`src/rtl/bus_sequencer_core_pkg.sv`:
```
// Shared encodings for the bus sequencer: word field offsets, command/opcode
// encodings, compare and jump-direction selectors, FSM states, error codes.
// Latency: none (types and constants only). Backpressure: n/a.
package bus_sequencer_core_pkg;

    // Field offsets inside a sequencer word (data field width is set by the core)
    localparam int CMD_POS  = 0;
    localparam int OP_LSB   = 1;
    localparam int CFG_POS  = 4;
    localparam int DATA_LSB = 5;

    typedef enum logic {
        CMD_INSTR = 1'b0,
        CMD_XFER  = 1'b1
    } cmd_t;

    typedef enum logic [2:0] {
        OP_WAIT       = 3'd0,
        OP_COMPARE    = 3'd1,
        OP_COMP_JMP   = 3'd2,
        OP_STOP       = 3'd3,
        OP_PAUSE      = 3'd4,
        OP_UNCOND_JMP = 3'd5,
        OP_RSVD6      = 3'd6,
        OP_RSVD7      = 3'd7
    } opcode_t;

    typedef enum logic {
        CMP_NE = 1'b0,
        CMP_EQ = 1'b1
    } cmp_mode_t;

    typedef enum logic {
        JMP_DOWN = 1'b0,
        JMP_UP   = 1'b1
    } jmp_dir_t;

    typedef logic [3:0] seq_state_t;
    localparam seq_state_t ST_IDLE   = 4'd0;
    localparam seq_state_t ST_FETCH  = 4'd1;
    localparam seq_state_t ST_DECODE = 4'd2;
    localparam seq_state_t ST_XFER   = 4'd3;
    localparam seq_state_t ST_RSP    = 4'd4;
    localparam seq_state_t ST_WAIT   = 4'd5;
    localparam seq_state_t ST_PAUSE  = 4'd6;
    localparam seq_state_t ST_DONE   = 4'd7;
    localparam seq_state_t ST_ERROR  = 4'd8;

    typedef enum logic [1:0] {
        ERR_NONE    = 2'd0,
        ERR_ILLEGAL = 2'd1,
        ERR_RANGE   = 2'd2,
        ERR_TIMEOUT = 2'd3
    } seq_err_t;

endpackage

```
`src/rtl/bus_sequencer_core_seq_cycle_timer.sv`:
```
// Loadable down-counter with optional prescaler; o_expired marks the last counted cycle.
// Latency: a load of N expires after N units (N*PRESCALE cycles with prescale on, N cycles off).
// Backpressure: none; free-runs after a load, holds at zero, a load of 0 never expires.
// Ports: i_clk, i_rst (sync, active high), i_load/i_load_val/i_pre_en load a new count,
//        o_expired is high in the final cycle of the loaded interval.
module seq_cycle_timer #(
    parameter int CNT_W    = 8,
    parameter int PRESCALE = 1
) (
    input  logic             i_clk,
    input  logic             i_rst,
    input  logic             i_load,
    input  logic [CNT_W-1:0] i_load_val,
    input  logic             i_pre_en,
    output logic             o_expired
);
    localparam int PRE_W = (PRESCALE > 1) ? $clog2(PRESCALE) : 1;
    localparam logic [PRE_W-1:0] PRE_TOP = PRE_W'(PRESCALE - 1);

    logic [CNT_W-1:0] r_count;
    logic [PRE_W-1:0] r_pre;
    logic             r_pre_en;
    logic             w_tick;

    // One count unit elapses when the prescaler wraps (or every cycle when bypassed)
    assign w_tick    = !r_pre_en || (r_pre == '0);
    assign o_expired = (r_count == CNT_W'(1)) && w_tick;

    always_ff @(posedge i_clk) begin
        if (i_rst) begin
            r_count  <= '0;
            r_pre    <= '0;
            r_pre_en <= 1'b0;
        end else if (i_load) begin
            r_count  <= i_load_val;
            r_pre    <= PRE_TOP;
            r_pre_en <= i_pre_en;
        end else if (r_count != '0) begin
            if (w_tick) begin
                r_count <= r_count - CNT_W'(1);
                r_pre   <= PRE_TOP;
            end else begin
                r_pre   <= r_pre - PRE_W'(1);
            end
        end
    end
endmodule

```
`src/rtl/bus_sequencer_core.sv`:
```
// Program-execution engine: fetches words, issues bus transfers, runs local instructions.
// Latency: 2 cycles fetch+decode per word; transfers add handshake/response time.
// Backpressure: xfer_valid/payload held until xfer_ready; bounded by TIMEOUT (0 = unbounded).
// Ports: i_start/i_start_addr/i_resume/i_abort control; o_prog_* / i_prog_rdata program RAM;
//        o_xfer_* / i_xfer_ready and i_rsp_* protocol engine; status o_busy..o_pc.
module bus_sequencer_core
    import bus_sequencer_core_pkg::*;
#(
    parameter int DATA_W        = 8,
    parameter int ADDR_W        = 8,
    parameter int WR_BIT_POS    = 2,
    parameter int WAIT_PRESCALE = 1,
    parameter int TIMEOUT       = 1024,
    localparam int WORD_W       = DATA_W + 5
) (
    input  logic              i_clk,
    input  logic              i_rst,
    input  logic              i_start,
    input  logic [ADDR_W-1:0] i_start_addr,
    input  logic              i_resume,
    input  logic              i_abort,
    output logic              o_prog_rd,
    output logic [ADDR_W-1:0] o_prog_addr,
    input  logic [WORD_W-1:0] i_prog_rdata,
    output logic              o_xfer_valid,
    input  logic              i_xfer_ready,
    output logic [3:0]        o_xfer_cfg,
    output logic [DATA_W-1:0] o_xfer_data,
    input  logic              i_rsp_valid,
    input  logic [DATA_W-1:0] i_rsp_data,
    output logic              o_busy,
    output logic              o_paused,
    output logic              o_done,
    output logic              o_error,
    output logic [1:0]        o_error_code,
    output logic              o_cmp_flag,
    output logic [ADDR_W-1:0] o_pc
);
    localparam int TO_W  = (TIMEOUT > 0) ? $clog2(TIMEOUT + 1) : 1;
    localparam int CNT_W = (DATA_W > TO_W) ? DATA_W : TO_W;
    // Jump arithmetic is wide enough that neither operand nor the sum can wrap
    localparam int JW    = ((DATA_W > ADDR_W) ? DATA_W : ADDR_W) + 1;
    localparam logic [JW-1:0] PC_MAX = {{(JW-ADDR_W){1'b0}}, {ADDR_W{1'b1}}};

    seq_state_t        r_state, w_state_nxt;
    logic [ADDR_W-1:0] r_pc, w_pc_nxt;
    seq_err_t          r_err, w_err_nxt;
    logic              r_cmp_flag, w_cmp_nxt;
    logic [DATA_W-1:0] r_last_rdata, w_rdata_nxt;
    logic [3:0]        r_xfer_cfg;
    logic [DATA_W-1:0] r_xfer_data;

    logic              w_cmd, w_icfg, w_busy, w_adv, w_jump, w_xfer_ld, w_timeout;
    logic [3:0]        w_cfg;
    logic [2:0]        w_op;
    logic [DATA_W-1:0] w_data;
    logic [JW-1:0]     w_tgt_w;
    logic              w_jmp_bad;
    logic              w_tmr_load, w_tmr_pre, w_tmr_exp;
    logic [CNT_W-1:0]  w_tmr_val;

    assign w_cmd  = i_prog_rdata[CMD_POS];
    assign w_cfg  = i_prog_rdata[CFG_POS:OP_LSB];
    assign w_op   = i_prog_rdata[OP_LSB+2:OP_LSB];
    assign w_icfg = i_prog_rdata[CFG_POS];
    assign w_data = i_prog_rdata[DATA_LSB+DATA_W-1:DATA_LSB];

    // An upward jump past address 0 borrows and lands above PC_MAX, so one
    // range compare covers both directions.
    assign w_tgt_w   = (w_icfg == JMP_UP) ? (JW'(r_pc) - JW'(w_data)) : (JW'(r_pc) + JW'(w_data));
    assign w_jmp_bad = (w_data == '0) || (w_tgt_w > PC_MAX);

    assign w_busy    = !((r_state == ST_IDLE) || (r_state == ST_DONE) || (r_state == ST_ERROR));
    assign w_timeout = (TIMEOUT != 0) && w_tmr_exp;

    always_comb begin
        w_state_nxt = r_state;
        w_pc_nxt    = r_pc;
        w_err_nxt   = r_err;
        w_cmp_nxt   = r_cmp_flag;
        w_rdata_nxt = r_last_rdata;
        w_adv       = 1'b0;
        w_jump      = 1'b0;
        w_xfer_ld   = 1'b0;
        w_tmr_load  = 1'b0;
        w_tmr_val   = '0;
        w_tmr_pre   = 1'b0;
        unique case (r_state)
            ST_IDLE, ST_DONE, ST_ERROR: begin
                if (i_start) begin
                    w_state_nxt = ST_FETCH;
                    w_pc_nxt    = i_start_addr;
                    w_err_nxt   = ERR_NONE;
                end
            end
            ST_FETCH: w_state_nxt = ST_DECODE;
            ST_DECODE: begin
                if (w_cmd == CMD_XFER) begin
                    w_state_nxt = ST_XFER;
                    w_xfer_ld   = 1'b1;
                    w_tmr_load  = 1'b1;
                    w_tmr_val   = CNT_W'(TIMEOUT);
                end else begin
                    unique case (opcode_t'(w_op))
                        OP_WAIT: begin
                            if (w_data == '0) begin
                                w_adv = 1'b1;
                            end else begin
                                w_state_nxt = ST_WAIT;
                                w_tmr_load  = 1'b1;
                                w_tmr_val   = CNT_W'(w_data);
                                w_tmr_pre   = 1'b1;
                            end
                        end
                        OP_COMPARE: begin
                            w_cmp_nxt = (w_icfg == CMP_EQ) ? (r_last_rdata == w_data)
                                                           : (r_last_rdata != w_data);
                            w_adv     = 1'b1;
                        end
                        OP_COMP_JMP: begin
                            w_jump = r_cmp_flag;
                            w_adv  = !r_cmp_flag;
                        end
                        OP_UNCOND_JMP: w_jump = 1'b1;
                        OP_STOP:       w_state_nxt = ST_DONE;
                        OP_PAUSE:      w_state_nxt = ST_PAUSE;
                        default: begin
                            w_state_nxt = ST_ERROR;
                            w_err_nxt   = ERR_ILLEGAL;
                        end
                    endcase
                end
            end
            ST_XFER: begin
                if (i_xfer_ready) begin
                    if (r_xfer_cfg[WR_BIT_POS]) begin
                        w_adv = 1'b1;
                    end else begin
                        w_state_nxt = ST_RSP;
                        w_tmr_load  = 1'b1;
                        w_tmr_val   = CNT_W'(TIMEOUT);
                    end
                end else if (w_timeout) begin
                    w_state_nxt = ST_ERROR;
                    w_err_nxt   = ERR_TIMEOUT;
                end
            end
            ST_RSP: begin
                if (i_rsp_valid) begin
                    w_rdata_nxt = i_rsp_data;
                    w_adv       = 1'b1;
                end else if (w_timeout) begin
                    w_state_nxt = ST_ERROR;
                    w_err_nxt   = ERR_TIMEOUT;
                end
            end
            ST_WAIT:  w_adv = w_tmr_exp;
            ST_PAUSE: w_adv = i_resume;
            default:  w_state_nxt = ST_IDLE;
        endcase

        // pc is left on the faulting word when a jump or increment is out of range
        if (w_jump) begin
            if (w_jmp_bad) begin
                w_state_nxt = ST_ERROR;
                w_err_nxt   = ERR_RANGE;
            end else begin
                w_state_nxt = ST_FETCH;
                w_pc_nxt    = w_tgt_w[ADDR_W-1:0];
            end
        end
        if (w_adv) begin
            if (&r_pc) begin
                w_state_nxt = ST_ERROR;
                w_err_nxt   = ERR_RANGE;
            end else begin
                w_state_nxt = ST_FETCH;
                w_pc_nxt    = r_pc + ADDR_W'(1);
            end
        end

        // Abort beats everything, including a same-cycle start; flags are frozen
        if (i_abort && w_busy) begin
            w_state_nxt = ST_IDLE;
            w_pc_nxt    = r_pc;
            w_err_nxt   = r_err;
            w_cmp_nxt   = r_cmp_flag;
            w_rdata_nxt = r_last_rdata;
        end
    end

    always_ff @(posedge i_clk) begin
        if (i_rst) begin
            r_state      <= ST_IDLE;
            r_pc         <= '0;
            r_err        <= ERR_NONE;
            r_cmp_flag   <= 1'b0;
            r_last_rdata <= '0;
            r_xfer_cfg   <= '0;
            r_xfer_data  <= '0;
        end else begin
            r_state      <= w_state_nxt;
            r_pc         <= w_pc_nxt;
            r_err        <= w_err_nxt;
            r_cmp_flag   <= w_cmp_nxt;
            r_last_rdata <= w_rdata_nxt;
            if (w_xfer_ld) begin
                r_xfer_cfg  <= w_cfg;
                r_xfer_data <= w_data;
            end
        end
    end

    seq_cycle_timer #(
        .CNT_W    (CNT_W),
        .PRESCALE (WAIT_PRESCALE)
    ) u_timer (
        .i_clk      (i_clk),
        .i_rst      (i_rst),
        .i_load     (w_tmr_load),
        .i_load_val (w_tmr_val),
        .i_pre_en   (w_tmr_pre),
        .o_expired  (w_tmr_exp)
    );

    assign o_prog_rd    = (r_state == ST_FETCH);
    assign o_prog_addr  = r_pc;
    assign o_xfer_valid = (r_state == ST_XFER);
    assign o_xfer_cfg   = r_xfer_cfg;
    assign o_xfer_data  = r_xfer_data;
    assign o_busy       = w_busy;
    assign o_paused     = (r_state == ST_PAUSE);
    assign o_done       = (r_state == ST_DONE);
    assign o_error      = (r_state == ST_ERROR);
    assign o_error_code = r_err;
    assign o_cmp_flag   = r_cmp_flag;
    assign o_pc         = r_pc;
endmodule

```
`config.mk`:
```
export PLATFORM = sky130hd
export DESIGN_NAME = bus_sequencer_core
export DESIGN_NICKNAME = d
export VERILOG_FILES = /design/src/rtl/bus_sequencer_core_pkg.sv /design/src/rtl/bus_sequencer_core_seq_cycle_timer.sv /design/src/rtl/bus_sequencer_core.sv
export SDC_FILE = /design/constraint.sdc
export NUM_CORES = 1
export LEC_CHECK = 0
export CAP_MARGIN = 25
export CORE_UTILIZATION = 57
export DETAILED_ROUTE_END_ITERATION = 7
export GPL_TIMING_DRIVEN = 0
export PLACE_DENSITY_LB_ADDON = 0.1
export SLEW_MARGIN = 25
export SYNTH_ARGS = -nofsm -noshare
export SYNTH_HDL_FRONTEND = slang
export SYNTH_SLANG_ARGS = --single-unit
```
`constraint.sdc`:
```
create_clock -name i_clk -period 6.8 [get_ports i_clk]
set_input_delay 2.04 -clock i_clk [delete_from_list [all_inputs] [get_ports i_clk]]
set_output_delay 2.04 -clock i_clk [all_outputs]
set_load 0.01 [all_outputs]
```
==> results of run 1 <==
-- how the worst max path moves through the flow --
| stage | startpoint | endpoint | slack (ns) | cells past startpoint |
|---|---|---|---|---|
| detailed placement | i_prog_rdata[5] | o_pc[6]$_SDFFE_PP0N_ | 1.10 | 16 |
| CTS | i_prog_rdata[5] | o_pc[6]$_SDFFE_PP0N_ | 1.42 | 16 |
| global route | i_prog_rdata[5] | o_pc[6]$_SDFFE_PP0N_ | 1.17 | 16 |
| global placement | i_prog_rdata[5] | o_pc[6]$_SDFFE_PP0N_ | 1.21 | 12 |
| finish | i_prog_rdata[5] | o_pc[6]$_SDFFE_PP0N_ | 1.43 | 16 |
| floorplan | i_prog_rdata[4] | o_pc[6]$_SDFFE_PP0N_ | 2.16 | 10 |
-- layout by cell type (no fill, tap or decap), drive strengths merged, types with 4 or more instances in the layout --
cell           instances
nor2                  75
clkdlybuf4s50         65
dfxtp                 48
mux2i                 35
nand2                 27
xnor2                 22
buf                   21
o21ai                 20
a21oi                 19
inv                   19
clkbuf                19
nor3                  13
ha                    12
nand3                  9
a31oi                  7
a211oi                 7
nor4                   6
and2                   6
nand4                  6
or2                    6
or3                    5
nand2b                 4
nand3b                 4
xor2                   4
a311oi                 4
nor3b                  4
o31ai                  4
a211o                  4
-- layout make-up --
| type | instances | area [µm²] |
|---|---|---|
| repair buffers | 65 | 651 |
| multi-input cells | 362 | 2510 |
| fillers | 536 | 1750 |
| clock inverters | 2 | 17.5 |
| clock buffers | 6 | 82.6 |
| well taps | 77 | 96.3 |
| flip-flops and latches | 48 | 961 |
| inverters | 17 | 63.8 |
| plain buffers | 34 | 189 |
-- kinds of logic after synthesis --
family	count (synthesis)	synth area share [%]
AO/OA/AOI/OAI	104	21.0
XOR/XNOR	26	6.12
adder cells (fa/ha/maj)	13	4.57
buffers and inverters	51	6.79
flip-flops	48	25.8
multiplexers	37	10.0
AND/OR/NAND/NOR	182	25.6
-- per-stage QoR --
stage | worst slack [ns] | total power, µW | cells | util, % | hold slack, ns
CTS | 1.42 | 1400 | 611 | 72.4 | 0.472
finish | 1.43 | 1410 | 611 | 72.4 | 0.469
floorplan | 2.16 | 963 | 461 | - | 0.425
global placement | 1.21 | 1180 | 603 | 70.8 | 0.444
detailed placement | 1.10 | 1210 | 603 | 70.8 | 0.459
global route | 1.17 | 1500 | 611 | 72.4 | 0.493
-- tightest hold or removal path, stage by stage (launching register included) --
cell     delay (ns)
dfxtp_1        0.34
inv_1          0.05
nor3_1         0.04
-- sequential cells by signal, summed over array words and instances, names as in the netlist --
register / count
o_cmp_flag: 1
o_error_code: 2
o_xfer_data: 8
u_timer.r_count: 11
r_last_rdata: 8
u_timer.r_pre_en: 1
u_timer.r_pre: 1
o_pc: 8
o_xfer_cfg: 4
r_state: 4
-- power by group through the flow --
stage	Sequential, µW	Combinational (µW)	Clock, µW
detailed placement	411	795	0
CTS	405	798	196
floorplan	402	561	0
global placement	409	772	0
finish	406	806	195
global route	414	883	207
-- per-layer routing --
layer  global-route usage, %  routed length [µm]  part of all wire, %  vias up
met3                    4.59                 505                  5.0       22
met4                    7.76                 192                  1.9        0
met1                    39.0                4540                   45     1803
met5                       0                   0                    0        -
met2                    51.9                4870                   48      129
li1                        -                   -                    -     1808
==> impl_metrics.env, run 1 <==
export IMPL_globalRoute_totalOverflow=0
export IMPL_seqPwrFrac_pct=28.9
export IMPL_ir_worst_vdd_mv=0.238
export IMPL_grt_pass1_vias=3316
export IMPL_die_x_um=82.8
export IMPL_synth_most_common_cell="nor2_1"
export IMPL_design_area_um2=4570
export IMPL_cp_required_ns=7.02
export IMPL_wl_um=10100
export IMPL_leakagePower_uw=0.00190
export IMPL_setup_viol=0
export IMPL_grt_max_degree=17
export IMPL_r2r_end="o_pc[6]$_SDFFE_PP0N_"
export IMPL_yosys_area_top_type="dfxtp_1"
export IMPL_cts_tree="done"
export IMPL_synth_area_um2=3720
export IMPL_cap_viol_max_count=0
export IMPL_sw_frac_of_total_pct=43.2
export IMPL_async_reset_ff_share_pct=0
export IMPL_nNetsFinal=582
export IMPL_hold_start="u_timer.r_pre$_SDFFE_PP0P_"
export IMPL_synth_area_leaders="dfxtp_1 (26%), mux2i_1 (9.4%), nor2_1 (7.5%)"
export IMPL_via_count=3762
export IMPL_hold_class="reg -> reg"
export IMPL_gp_congestion=0.901
export IMPL_worstPathArrival_ns=5.59
export IMPL_htree_levels=2
export IMPL_netlist_area_leader_share_pct=25.8
export IMPL_avgSynthCellArea_um2=8.07
export IMPL_min_period_ns=5.37
export IMPL_p_sw_uw=608
export IMPL_synth_edf_count=0
export IMPL_powerDensity_nw_per_um2=308
export IMPL_power_frac_clock_pct=13.9
export IMPL_core_area_um2=6310
export IMPL_post_cts_resized=0
export IMPL_criticalPathCategory="in -> reg"
export IMPL_ys_flop_type="dfxtp_1"
export IMPL_clock_latency_ns=0.32
export IMPL_fmax_mhz=186
export IMPL_syn2layout_area_growth_pct=22.8
export IMPL_yosys_top_cells_count="nor2_1 (74), dfxtp_1 (48), mux2i_1 (35)"
export IMPL_crit_path_max_fanout=10
export IMPL_timing_reg2reg_setup_slack_ns=3.79
export IMPL_rsz0062_at_grt="false"
export IMPL_min_to="u_timer.r_pre$_SDFFE_PP0P_"
export IMPL_final_layout_size_suffix_gt1_share_pct=10.7
export IMPL_worstMarginPinSlew_ns=0.731
export IMPL_start_util_pct=58.9
export IMPL_start_kind="input port"
export IMPL_detail_route_antenna_nets=0
export IMPL_antenna_cells=0
export IMPL_io_buffers=65
export IMPL_crit_top_cell="ha_1"
export IMPL_rows=29
export IMPL_drtIter0Drc=238
export IMPL_yosys_warnings=0
export IMPL_place_hpwl_um=7640
export IMPL_dr_pass1_iters=6
export IMPL_track_usage_pct=30.1
export IMPL_clkTransAtPathRegs_ns=0.10
export IMPL_yosysSeqAreaShare_pct=25.8
export IMPL_place_area_um2=4470
export IMPL_cts_made_buffers=5
export IMPL_grt_pass1_wl_um=15700
export IMPL_synth_distinct_cells=83
export IMPL_post_cts_buffers=0
export IMPL_die_area_um2=6860
export IMPL_post_route_period_util_pct=78.9
export IMPL_cts_buffer_depth=2
export IMPL_r2r_start="o_pc[0]$_SDFFE_PP0N_"
export IMPL_via_per_inst=6.16
export IMPL_end_kind="flop"
export IMPL_syn_inst=461
export IMPL_hold_buffers=0
export IMPL_cp_top_family="compound AO/OA/AOI/OAI gates"
export IMPL_cp_cell_sequence="clkdlybuf4s50_1 > inv_1 > ha_1 > nand2b_1 > nor4_1 > nor2_1 > xnor2_1 > ha_1 > buf_2 > nand4_1 > a211oi_1 > o31a_1 > o211ai_1 > buf_4 > mux2i_1 > a211o_2"
export IMPL_die_h_um=82.8
export IMPL_hold_violations=0
export IMPL_p_int_uw=799
export IMPL_route_detailed_drc=0
export IMPL_relSlewSlack_pct=51.1
export IMPL_skew_ns=0.0107
export IMPL_p_comb_share_pct=57.3
export IMPL_slew_violations=0
export IMPL_synth_seq_cells=48
export IMPL_min_path_cells=2
export IMPL_slowest_delay_ns=0.58
export IMPL_worstRegToRegCells=10
export IMPL_cts_root_buf="clkbuf_8"
export IMPL_cts_num_sinks=48
export IMPL_antenna_found_initial=0
export IMPL_slowest_stage="clkdlybuf4s50_1"
export IMPL_crit_buf_inv=4
export IMPL_status="completed"
export IMPL_wl_per_cell_um=16.5
export IMPL_io_pins=73
export IMPL_syn_nets=510
export IMPL_final_setup_tns_ns=0
Note: power is estimated with default switching activity, not from simulation.
==> run 2, diff against run 1 <==
Settings changed: CORE_UTILIZATION 57 to 53.
Clock period 6.8 ns to 5.4 ns, I/O delays scaled along.
==> run 2 against run 1 <==
Net effect:
- sequential power rose by 26%
- design area rose by 0.52%
- global-route usage fell by 2.5 points
- register-to-register slack got worse by 1.4 ns
- utilization fell by 4.8 points
- critical path type unchanged
- largest cell class unchanged
==> impl_metrics.env, run 2 (synthesis results as in run 1) <==
export IMPL_rsz0062_at_grt="false"
export IMPL_powerDensity_nw_per_um2=384
export IMPL_route_detailed_drc=0
export IMPL_wl_met1_um=4590
export IMPL_hold_violations=0
export IMPL_die_x_um=85.8
export IMPL_post_cts_resized=0
export IMPL_final_setup_tns_ns=0
export IMPL_syn2layout_area_growth_pct=23.4
export IMPL_topRoutingLayerUsed="met4"
export IMPL_worstPathArrival_ns=5.22
export IMPL_post_route_period_util_pct=92.7
export IMPL_end_kind="flop"
export IMPL_skew_ns=0.00813
export IMPL_core_area_um2=6790
export IMPL_detail_route_antenna_nets=0
export IMPL_min_period_ns=5.01
export IMPL_cap_viol_max_count=0
export IMPL_p_comb_share_pct=57.0
export IMPL_cts_made_buffers=5
export IMPL_sw_frac_of_total_pct=42.9
export IMPL_rows=30
export IMPL_p_int_uw=1010
export IMPL_start_kind="input port"
export IMPL_start_util_pct=54.8
export IMPL_io_pins=73
export IMPL_wl_met2_um=4630
export IMPL_place_hpwl_um=7550
export IMPL_clock_latency_ns=0.31
export IMPL_nNetsFinal=582
export IMPL_slew_violations=0
export IMPL_criticalPathCategory="in -> reg"
export IMPL_met3_length_um=508
export IMPL_leakagePower_uw=0.00190
export IMPL_post_cts_buffers=0
export IMPL_via_count=3698
export IMPL_design_area_um2=4590
export IMPL_cp_required_ns=5.61
export IMPL_p_sw_uw=756
export IMPL_fmax_mhz=200
export IMPL_place_area_um2=4490
export IMPL_antenna_cells=0
export IMPL_htree_levels=2
export IMPL_gp_congestion=0.897
export IMPL_largest_reg_flops=11
export IMPL_final_layout_size_suffix_gt1_share_pct=10.7
export IMPL_die_area_um2=7360
export IMPL_track_usage_pct=27.6
export IMPL_io_buffers=65
export IMPL_cts_tree="done"
export IMPL_relSlewSlack_pct=53.1
export IMPL_wl_um=9950
export IMPL_drtIter0Drc=270
export IMPL_cts_buffer_depth=2
export IMPL_via_per_inst=5.87
export IMPL_cts_num_sinks=48
export IMPL_clkTransAtPathRegs_ns=0.10
export IMPL_dr_pass1_iters=4
export IMPL_antenna_found_initial=0
export IMPL_hold_buffers=0
export IMPL_final_cell_mix="nor2_1 (74), clkdlybuf4s50_1 (65), dfxtp_1 (48)"
export IMPL_status="completed"
export IMPL_grt_max_degree=17
export IMPL_ir_worst_vdd_mv=0.251
export IMPL_final_common_cell="nor2_1"
export IMPL_seqPwrFrac_pct=29.0
export IMPL_crit_path_max_fanout=10
export IMPL_cts_root_buf="clkbuf_8"
export IMPL_worstMarginPinSlew_ns=0.702
export IMPL_grt_pass1_wl_um=16200
export IMPL_grt_pass1_vias=3443
export IMPL_power_frac_clock_pct=14.0
export IMPL_regMostFlops="u_timer.r_count"
export IMPL_die_h_um=85.8
export IMPL_hold_class="reg -> reg"
export IMPL_setup_viol=0
export IMPL_globalRoute_totalOverflow=0
export IMPL_wl_per_cell_um=15.8
## run 2: cell counts in the layout (fill, tap and decap cells not counted)
No cell type changed its count.
## run 2: power groups by stage
stage               registers (µW)  clock network (µW)  logic, µW
global placement               514                   0        972
detailed placement             518                   0        993
floorplan                      506                   0        706
finish                         511                 247       1000
CTS                            509                 248        998
global route                   523                 265       1100
## run 2: critical path: stages
cell and delay (ns):
clkdlybuf4s50_1 0.67, inv_1 0.11, ha_1 0.31, mux2_2 0.31
fa_1 0.43, nand2b_1 0.18, a211oi_1 0.55, o31a_1 0.22
o211ai_1 0.09, buf_4 0.21, mux2i_1 0.15, a211o_2 0.33
## run 2: final cells by class
type                    instances  area (µm²)
well taps                      96         120
inverters                      17        63.8
clock inverters                 2        17.5
repair buffers                 65         651
flip-flops and latches         48         961
clock buffers                   6        82.6
multi-input cells             362        2510
plain buffers                  34         189
fillers                       589        2200
## run 2: path summary, 6_finish.rpt
| kind | endpoint | slack (ns) | startpoint | depth (start not counted) |
|---|---|---|---|---|
| worst max-delay path | o_pc[6]$_SDFFE_PP0N_ | 0.39 | i_prog_rdata[5] | 12 |
| worst min-delay path | u_timer.r_pre$_SDFFE_PP0P_ | 0.48 | u_timer.r_pre$_SDFFE_PP0P_ | 2 |
| worst max register to register | o_pc[6]$_SDFFE_PP0N_ | 2.35 | o_pc[0]$_SDFFE_PP0N_ | 10 |
| worst min register to register | u_timer.r_pre$_SDFFE_PP0P_ | 0.48 | u_timer.r_pre$_SDFFE_PP0P_ | 2 |
## run 2: stage by stage
stage	worst slack (ns)	hold slack (ns)	total power [µW]	cells	utilization, %
CTS	0.460	0.477	1760	630	67.6
floorplan	1.18	0.425	1210	461	-
finish	0.392	0.483	1760	630	67.6
global route	0.263	0.490	1890	630	67.6
detailed placement	0.145	0.463	1510	622	66.1
global placement	0.216	0.445	1490	622	66.1
## run 2: routing by layer
layer	up-vias	global-route usage (%)
met4	0	9.70
met3	27	5.39
met5	-	0
met2	125	46.8
met1	1734	35.0
li1	1812	-
